===== src/rtl/sgdmac_pkg.sv =====
// Shared types and constants for the scatter-gather DMA engine.
// States, bytes-per-beat helper, 4 KB page size and AXI read response codes.
package sgdmac_pkg;

  typedef enum logic [2:0] {
    S_IDLE  = 3'd0,
    S_CALC  = 3'd1,
    S_ADDR  = 3'd2,
    S_DRAIN = 3'd3,
    S_DONE  = 3'd4
  } state_t;

  // Bytes per beat of the default 32-bit datapath.
  localparam int BPB         = 4;
  localparam int BOUNDARY_4K = 4096;

  localparam logic [1:0] RRESP_OKAY   = 2'b00;
  localparam logic [1:0] RRESP_EXOKAY = 2'b01;
  localparam logic [1:0] RRESP_SLVERR = 2'b10;
  localparam logic [1:0] RRESP_DECERR = 2'b11;

  function automatic int bytes_per_beat(input int data_width);
    return data_width / 8;
  endfunction

endpackage


===== src/rtl/sgdmac_rd_ctrl_if.sv =====
// AXI AR/R channels plus the data-FIFO write port of the read controller.
// Signal suffixes are from the controller's point of view (master modport).
interface sgdmac_rd_ctrl_if #(
  parameter int ADDR_WIDTH = 32,
  parameter int DATA_WIDTH = 32,
  parameter int FREE_W     = 5
);

  // Every channel is valid/ready: a transfer happens on a rising clk edge where
  // both are high; the source holds valid and its payload stable until then.
  logic                  arvalid_o;
  logic                  arready_i;
  logic [ADDR_WIDTH-1:0] araddr_o;
  logic [3:0]            arlen_o;
  logic                  rvalid_i;
  logic                  rready_o;
  logic [DATA_WIDTH-1:0] rdata_i;
  logic [1:0]            rresp_i;
  logic                  rlast_i;
  logic [FREE_W-1:0]     fifo_free_i;
  logic                  fifo_wren_o;
  logic [DATA_WIDTH-1:0] fifo_wdata_o;

  modport master (
    output arvalid_o, araddr_o, arlen_o, rready_o, fifo_wren_o, fifo_wdata_o,
    input  arready_i, rvalid_i, rdata_i, rresp_i, rlast_i, fifo_free_i
  );

  modport slave (
    input  arvalid_o, araddr_o, arlen_o, rready_o, fifo_wren_o, fifo_wdata_o,
    output arready_i, rvalid_i, rdata_i, rresp_i, rlast_i, fifo_free_i
  );

endinterface


===== src/rtl/sgdmac_burst_calc.sv =====
// Next burst length: min(remaining beats, MAX_BURST, beats left in the 4 KB page).
// Purely combinational; only the page offset of the address matters.
module sgdmac_burst_calc
  import sgdmac_pkg::*;
#(
  parameter int LEN_WIDTH      = 16,
  parameter int BYTES_PER_BEAT = 4,
  parameter int MAX_BURST      = 16,
  parameter int BLEN_W         = 5
) (
  input  logic [11:0]          page_off_i,
  input  logic [LEN_WIDTH-1:0] remaining_i,
  output logic [BLEN_W-1:0]    blen_o
);

  logic [31:0] to_bound;
  logic [31:0] cap;

  always_comb begin
    to_bound = (32'(BOUNDARY_4K) - {20'd0, page_off_i}) / 32'(BYTES_PER_BEAT);
    cap      = (32'(MAX_BURST) < to_bound) ? 32'(MAX_BURST) : to_bound;
    if (32'(remaining_i) < cap) begin
      blen_o = BLEN_W'(remaining_i);
    end else begin
      blen_o = BLEN_W'(cap);
    end
  end

endmodule


===== src/rtl/sgdmac_rd_ctrl.sv =====
// Read-side burst controller: splits a descriptor into AXI read bursts, reserving
// FIFO credit before each one. Define SGDMAC_RD_OUTSTANDING_EN to allow overlap.
module sgdmac_rd_ctrl
  import sgdmac_pkg::*;
#(
  parameter int ADDR_WIDTH = 32,
  parameter int DATA_WIDTH = 32,
  parameter int LEN_WIDTH  = 16,
  parameter int FIFO_DEPTH = 16,
  parameter int MAX_BURST  = 16
) (
  input  logic                  clk,
  input  logic                  rst,
  input  logic                  start_i,
  input  logic [ADDR_WIDTH-1:0] src_addr_i,
  input  logic [LEN_WIDTH-1:0]  byte_len_i,
  output logic                  done_o,
  output logic                  busy_o,
  output logic                  err_o,
  output state_t                state_o,
  sgdmac_rd_ctrl_if.master      bus
);

  localparam int BYTES     = bytes_per_beat(DATA_WIDTH);
  localparam int BPB_SHIFT = $clog2(BYTES);
  localparam int FREE_W    = $clog2(FIFO_DEPTH) + 1;
  localparam int BLEN_W    = $clog2(MAX_BURST) + 1;

  state_t                state_q, state_d;
  logic [ADDR_WIDTH-1:0] addr_q, addr_d;
  logic [LEN_WIDTH-1:0]  remaining_q, remaining_d;
  logic [FREE_W-1:0]     reserved_q, reserved_d;
  logic [3:0]            arlen_q, arlen_d;
  logic                  err_q, err_d;

  logic [LEN_WIDTH-1:0]  beats_in;
  logic [BLEN_W-1:0]     blen_calc;
  logic [BLEN_W-1:0]     blen_cur;
  logic                  room;
  logic                  credit_ok;
  logic                  ar_hs;
  logic                  r_hs;

  sgdmac_burst_calc #(
    .LEN_WIDTH      (LEN_WIDTH),
    .BYTES_PER_BEAT (BYTES),
    .MAX_BURST      (MAX_BURST),
    .BLEN_W         (BLEN_W)
  ) u_burst_calc (
    .page_off_i  (addr_q[11:0]),
    .remaining_i (remaining_q),
    .blen_o      (blen_calc)
  );

  assign beats_in = byte_len_i >> BPB_SHIFT;
  assign blen_cur = BLEN_W'(arlen_q) + BLEN_W'(1);
  assign ar_hs    = (state_q == S_ADDR) && bus.arready_i;
  assign r_hs     = bus.rvalid_i && busy_o;

  // Free entries not yet promised to an issued burst must cover the new burst.
  assign room = 32'(bus.fifo_free_i) >= (32'(reserved_q) + 32'(blen_calc));
`ifdef SGDMAC_RD_OUTSTANDING_EN
  assign credit_ok = room;
`else
  assign credit_ok = room && (reserved_q == '0);
`endif

  always_comb begin
    state_d     = state_q;
    addr_d      = addr_q;
    remaining_d = remaining_q;
    arlen_d     = arlen_q;
    err_d       = err_q;
    case (state_q)
      S_IDLE: begin
        if (start_i) begin
          addr_d      = src_addr_i;
          remaining_d = beats_in;
          err_d       = 1'b0;
          state_d     = (beats_in == '0) ? S_DONE : S_CALC;
        end
      end
      S_CALC: begin
        if (credit_ok) begin
          arlen_d = 4'(blen_calc - BLEN_W'(1));
          state_d = S_ADDR;
        end
      end
      S_ADDR: begin
        if (bus.arready_i) begin
          addr_d      = addr_q + (ADDR_WIDTH'(blen_cur) << BPB_SHIFT);
          remaining_d = remaining_q - LEN_WIDTH'(blen_cur);
          state_d     = (remaining_d != '0) ? S_CALC : S_DRAIN;
        end
      end
      S_DRAIN: begin
        if (reserved_q == '0) state_d = S_DONE;
      end
      S_DONE:  state_d = S_IDLE;
      default: state_d = S_IDLE;
    endcase
    if (r_hs && (bus.rresp_i != RRESP_OKAY)) err_d = 1'b1;
  end

  // A burst accept and a returning beat in one cycle net out to +blen-1.
  always_comb begin
    reserved_d = reserved_q;
    if (ar_hs) reserved_d = reserved_d + FREE_W'(blen_cur);
    if (r_hs)  reserved_d = reserved_d - FREE_W'(1);
  end

  always_ff @(posedge clk) begin
    if (rst) begin
      state_q     <= S_IDLE;
      addr_q      <= '0;
      remaining_q <= '0;
      reserved_q  <= '0;
      arlen_q     <= '0;
      err_q       <= 1'b0;
    end else begin
      state_q     <= state_d;
      addr_q      <= addr_d;
      remaining_q <= remaining_d;
      reserved_q  <= reserved_d;
      arlen_q     <= arlen_d;
      err_q       <= err_d;
    end
  end

  assign busy_o           = (state_q != S_IDLE);
  assign done_o           = (state_q == S_DONE);
  assign err_o            = err_q;
  assign state_o          = state_q;
  assign bus.arvalid_o    = (state_q == S_ADDR);
  assign bus.araddr_o     = addr_q;
  assign bus.arlen_o      = arlen_q;
  assign bus.rready_o     = busy_o;
  assign bus.fifo_wren_o  = bus.rvalid_i && bus.rready_o;
  assign bus.fifo_wdata_o = bus.rdata_i;

endmodule


===== src/flat_wrapper.sv =====
// flat-port wrapper written by rule: the top's interface ports become plain ports
module sgdmac_rd_ctrl_flat import sgdmac_pkg::*;
#(
  parameter int ADDR_WIDTH = 32,
  parameter int DATA_WIDTH = 32,
  parameter int LEN_WIDTH  = 16,
  parameter int FIFO_DEPTH = 16,
  parameter int MAX_BURST  = 16
)
  (clk, rst, start_i, src_addr_i, byte_len_i, done_o, busy_o, err_o, state_o, bus_arvalid_o, bus_araddr_o, bus_arlen_o, bus_rready_o, bus_fifo_wren_o, bus_fifo_wdata_o, bus_arready_i, bus_rvalid_i, bus_rdata_i, bus_rresp_i, bus_rlast_i, bus_fifo_free_i);
  sgdmac_rd_ctrl_if #(.ADDR_WIDTH(ADDR_WIDTH), .DATA_WIDTH(DATA_WIDTH), .FREE_W((5))) bus_i ();
  input  logic clk;
  input  logic rst;
  input  logic start_i;
  input  logic [ADDR_WIDTH-1:0] src_addr_i;
  input  logic [LEN_WIDTH-1:0] byte_len_i;
  output logic done_o;
  output logic busy_o;
  output logic err_o;
  output state_t state_o;
  output wire logic [$bits(bus_i.arvalid_o)-1:0] bus_arvalid_o;
  output wire logic [$bits(bus_i.araddr_o)-1:0] bus_araddr_o;
  output wire logic [$bits(bus_i.arlen_o)-1:0] bus_arlen_o;
  output wire logic [$bits(bus_i.rready_o)-1:0] bus_rready_o;
  output wire logic [$bits(bus_i.fifo_wren_o)-1:0] bus_fifo_wren_o;
  output wire logic [$bits(bus_i.fifo_wdata_o)-1:0] bus_fifo_wdata_o;
  input wire logic [$bits(bus_i.arready_i)-1:0] bus_arready_i;
  input wire logic [$bits(bus_i.rvalid_i)-1:0] bus_rvalid_i;
  input wire logic [$bits(bus_i.rdata_i)-1:0] bus_rdata_i;
  input wire logic [$bits(bus_i.rresp_i)-1:0] bus_rresp_i;
  input wire logic [$bits(bus_i.rlast_i)-1:0] bus_rlast_i;
  input wire logic [$bits(bus_i.fifo_free_i)-1:0] bus_fifo_free_i;
  assign bus_arvalid_o = bus_i.arvalid_o;
  assign bus_araddr_o = bus_i.araddr_o;
  assign bus_arlen_o = bus_i.arlen_o;
  assign bus_rready_o = bus_i.rready_o;
  assign bus_fifo_wren_o = bus_i.fifo_wren_o;
  assign bus_fifo_wdata_o = bus_i.fifo_wdata_o;
  assign bus_i.arready_i = bus_arready_i;
  assign bus_i.rvalid_i = bus_rvalid_i;
  assign bus_i.rdata_i = bus_rdata_i;
  assign bus_i.rresp_i = bus_rresp_i;
  assign bus_i.rlast_i = bus_rlast_i;
  assign bus_i.fifo_free_i = bus_fifo_free_i;
  sgdmac_rd_ctrl #(.ADDR_WIDTH(ADDR_WIDTH), .DATA_WIDTH(DATA_WIDTH), .LEN_WIDTH(LEN_WIDTH), .FIFO_DEPTH(FIFO_DEPTH), .MAX_BURST(MAX_BURST)) u_core (.clk(clk), .rst(rst), .start_i(start_i), .src_addr_i(src_addr_i), .byte_len_i(byte_len_i), .done_o(done_o), .busy_o(busy_o), .err_o(err_o), .state_o(state_o), .bus(bus_i));
endmodule

===== config.mk =====
export PLATFORM = sky130hd
export DESIGN_NAME = sgdmac_rd_ctrl_flat
export DESIGN_NICKNAME = d
export VERILOG_FILES = /design/src/rtl/sgdmac_pkg.sv /design/src/rtl/sgdmac_rd_ctrl_if.sv /design/src/rtl/sgdmac_burst_calc.sv /design/src/rtl/sgdmac_rd_ctrl.sv /design/src/flat_wrapper.sv
export SDC_FILE = /design/constraint.sdc
export NUM_CORES = 1
export LEC_CHECK = 0
export BUFFER_PORTS_ARGS = -buffer_cell sky130_fd_sc_hd__clkbuf_2
export CAP_MARGIN = 0
export CORE_UTILIZATION = 45
export CTS_CLUSTER_SIZE = 20
export DETAILED_ROUTE_END_ITERATION = 10
export PLACE_DENSITY = 0.73
export SLEW_MARGIN = 20
export SYNTH_ARGS = -nofsm -noshare
export SYNTH_HDL_FRONTEND = slang
export SYNTH_SLANG_ARGS = --single-unit

===== constraint.sdc =====
create_clock -name clk -period 8.39 [get_ports clk]
set_clock_uncertainty 0.05 [all_clocks]
set_input_delay 0.4195 -clock clk [delete_from_list [all_inputs] [get_ports clk]]
set_output_delay 0.4195 -clock clk [all_outputs]
set_load 0.01 [all_outputs]

==> flow_metrics.tcl <==
set metrics [dict create \
    status "complete, no violations" \
    crit_family "simple AND/OR/NAND/NOR gates" \
    numCtsBuffers 9 \
    synth_area_um2 4970 \
    start_util 0.461 \
    r2r_setup_slack_ps 3020 \
    grt_max_degree 66 \
    cts_buffer_depth 2 \
    hold_viol_final 0 \
    final_common_cell "clkbuf_2" \
    path_buf_inv 1 \
    cts_resized 0 \
    setup_violations 0 \
    holdWs_ps 251 \
    total_power_w 0.00134 \
    rows 38 \
    grt_pass1_vias 4654 \
    ir_worst_vdd_mv 0.0949 \
    finalCritPeriodShare 0.640 \
    synthCells 649 \
    hold_path_depth 3 \
    place.gp.congestion 0.889 \
    dieArea_um2 11500 \
    cp_max_fo 8 \
    yosys_warnings 0 \
    multi_input_area_um2 3280 \
    drv_slew 0 \
    worstHoldPathType "in -> reg" \
    core_area_um2 10800 \
    seq_power_share 0.317 \
    slowest_delay_ps 460 \
    drv_cap 0 \
    finalSetupTns_ps 0 \
    clockRootBuffer "clkbuf_8" \
    arrival_ps 5610 \
    diodes 0 \
    clock_latency_ps 350 \
    die_width_um 107 \
    grtUsageTotal 0.240 \
    r2r_end "u_core.bus.arlen_o[3]" \
    rr_startpoint "u_core.bus.araddr_o[7]" \
    power.internal_w 0.000755 \
    synth-seq-cells 61 \
    via_per_inst 5.91 \
    whs_endpoint "u_core.bus.araddr_o[1]" \
    fin_crit_ps 5370 \
    critPathKind "reg -> reg" \
    numClockSinks 61 \
    cts_setup_buffers 0 \
    power_frac_comb 0.494 \
    drt_iter0_markers 282 \
    h-tree-depth 3 \
    p_sw_frac 0.435 \
    worst_hold_startpoint "src_addr_i[1]" \
    final_util 0.511 \
    ant_nets 0 \
    tightestPinTransition_ps 709 \
    dp_hpwl_mm 9.72 \
    vias 5001 \
    grt_pass1_wl_mm 21.9 \
    synth_edf_count 0 \
    area_delta_synth_final_pct 10.8 \
    die_h_um 107 \
    crit_required_ps 8630 \
    regArea_um2 1220 \
    layout_common_cells "clkbuf_2 (102), nand2_1 (74), dfxtp_1 (61)" \
    cts.clk_slew.worst_paths_ps 70 \
    cts_tree "yes" \
    dr.pass1.iters 5 \
    p_per_area_nw_per_um2 242 \
    synth_cell_types 67 \
    pwr-share-clk 0.188 \
    fin_nets 835 \
    r2r_cells 21 \
    critPathLaunchType "register" \
    globalRouteOverflowTotal 0 \
    max_freq_mhz 186 \
    port_buffers 102 \
    ys_seq_area_frac 0.246 \
    layout-drive-gt1-share 0.188 \
    critical-path-slowest-cell "dfxtp_1" \
    worstPathCellList "and3_1, and3_1, o21a_1, and3b_1, inv_1, ha_1, nand2_1, nor2_1, nand4_1, nand4_4, mux2_2, fa_1, a21o_1, a21oi_1, xor2_1, ha_1, nand3b_1, o221a_2, or2_2, a2111o_1, nand3_1" \
    p_leak_nw 2.48 \
    rsz0062_at_grt "false" \
    fillers 1053 \
    crit_path_end_kind "register" \
    routedWlPerCell_um 16.1 \
    finalWirelength_mm 13.6 \
    slew_headroom 0.527 \
    io-pin-count 170 \
    async_reset_ff_frac 0 \
    postCtsHoldBufs 0 \
    syn_area_per_cell_um2 7.66 \
    drcViolationCount 0 \
    antenna_found_initial 0 \
    p_switching_w 0.000581 \
    synth_ff_type "dfxtp_1" \
]
sequential cells by signal, indices dropped and copies added, names as in the netlist:
| name | count |
|---|---|
| u_core.bus.araddr_o | 32 |
| u_core.state_o | 3 |
| u_core.remaining_q | 16 |
| u_core.bus.arlen_o | 4 |
| u_core.reserved_q | 5 |
| u_core.err_o | 1 |
per-stage QoR:
stage	area [µm²]	worst slack [ps]	std cells
floorplan	4990	3410	653
global placement	5330	3310	831
detailed placement	5330	3110	831
CTS	5510	3060	846
global route	5510	2720	846
finish	5510	3020	846
cells in the mapped netlist, drive strengths merged (12+ instances only):
library cell	n	area, µm²
inv	28	105
a21oi	49	245
xnor2	12	105
mux2i	17	170
clkbuf	26	97.6
a211oi	12	90.1
nand3	20	100
a21o	15	113
buf	44	292
nand4	14	103
nor3	17	85.1
nand2	74	278
and3	13	81.3
nor2	49	184
dfxtp	61	1220
ha	36	450
o21ai	32	160
kinds of logic after synthesis:
family / Yosys count / share of synthesized area
AND/OR/NAND/NOR: 237 / 0.242
AO/OA/AOI/OAI: 172 / 0.226
buffers and inverters: 98 / 0.0994
flip-flops: 61 / 0.246
adder cells (fa/ha/maj): 40 / 0.107
XOR/XNOR: 20 / 0.0380
multiplexers: 20 / 0.0418
other: 1 / 0.000754
tightest hold or removal path: stages:
cell      delay (ps)
clkbuf_2          80
nand2_1           50
a21oi_1           50
routing by layer:
layer / global-route usage / vias up / share of wire
met3: 0.0492 / 31 / 0.064
met5: 0 / - / 0
met2: 0.393 / 190 / 0.47
met1: 0.300 / 2358 / 0.43
li1: - / 2422 / -
met4: 0.115 / 0 / 0.029
worst max path at each step:
stage | slack (ps) | cells past startpoint | start | end
2_1_floorplan | 3410 | 23 | u_core.bus.araddr_o[7] | u_core.bus.arlen_o[3]
3_3_place_gp | 3310 | 21 | u_core.bus.araddr_o[7] | u_core.bus.arlen_o[3]
3_5_place_dp | 3110 | 21 | u_core.bus.araddr_o[7] | u_core.bus.arlen_o[3]
4_1_cts | 3060 | 21 | u_core.bus.araddr_o[7] | u_core.bus.arlen_o[3]
5_1_grt | 2720 | 21 | u_core.bus.araddr_o[7] | u_core.bus.arlen_o[3]
6_report | 3020 | 21 | u_core.bus.araddr_o[7] | u_core.bus.arlen_o[3]
area by class of cell:
| type | count | area share |
|---|---|---|
| tap | 140 | 0.0318 |
| sequential | 61 | 0.222 |
| inverter | 28 | 0.0191 |
| clock buffer | 14 | 0.0313 |
| multi-input combinational | 494 | 0.594 |
| timing repair buffer | 108 | 0.101 |
| clock inverter | 1 | 0.000908 |
power by group through the flow:
stage	sequential [W]	clock [W]	combinational [W]
6_report	0.000424	0.000252	0.000660
5_1_grt	0.000433	0.000267	0.000738
4_1_cts	0.000422	0.000254	0.000661
3_5_place_dp	0.000428	0	0.000655
3_3_place_gp	0.000424	0	0.000634
2_1_floorplan	0.000422	0	0.000493
Note: power is estimated with default switching activity, not from simulation.
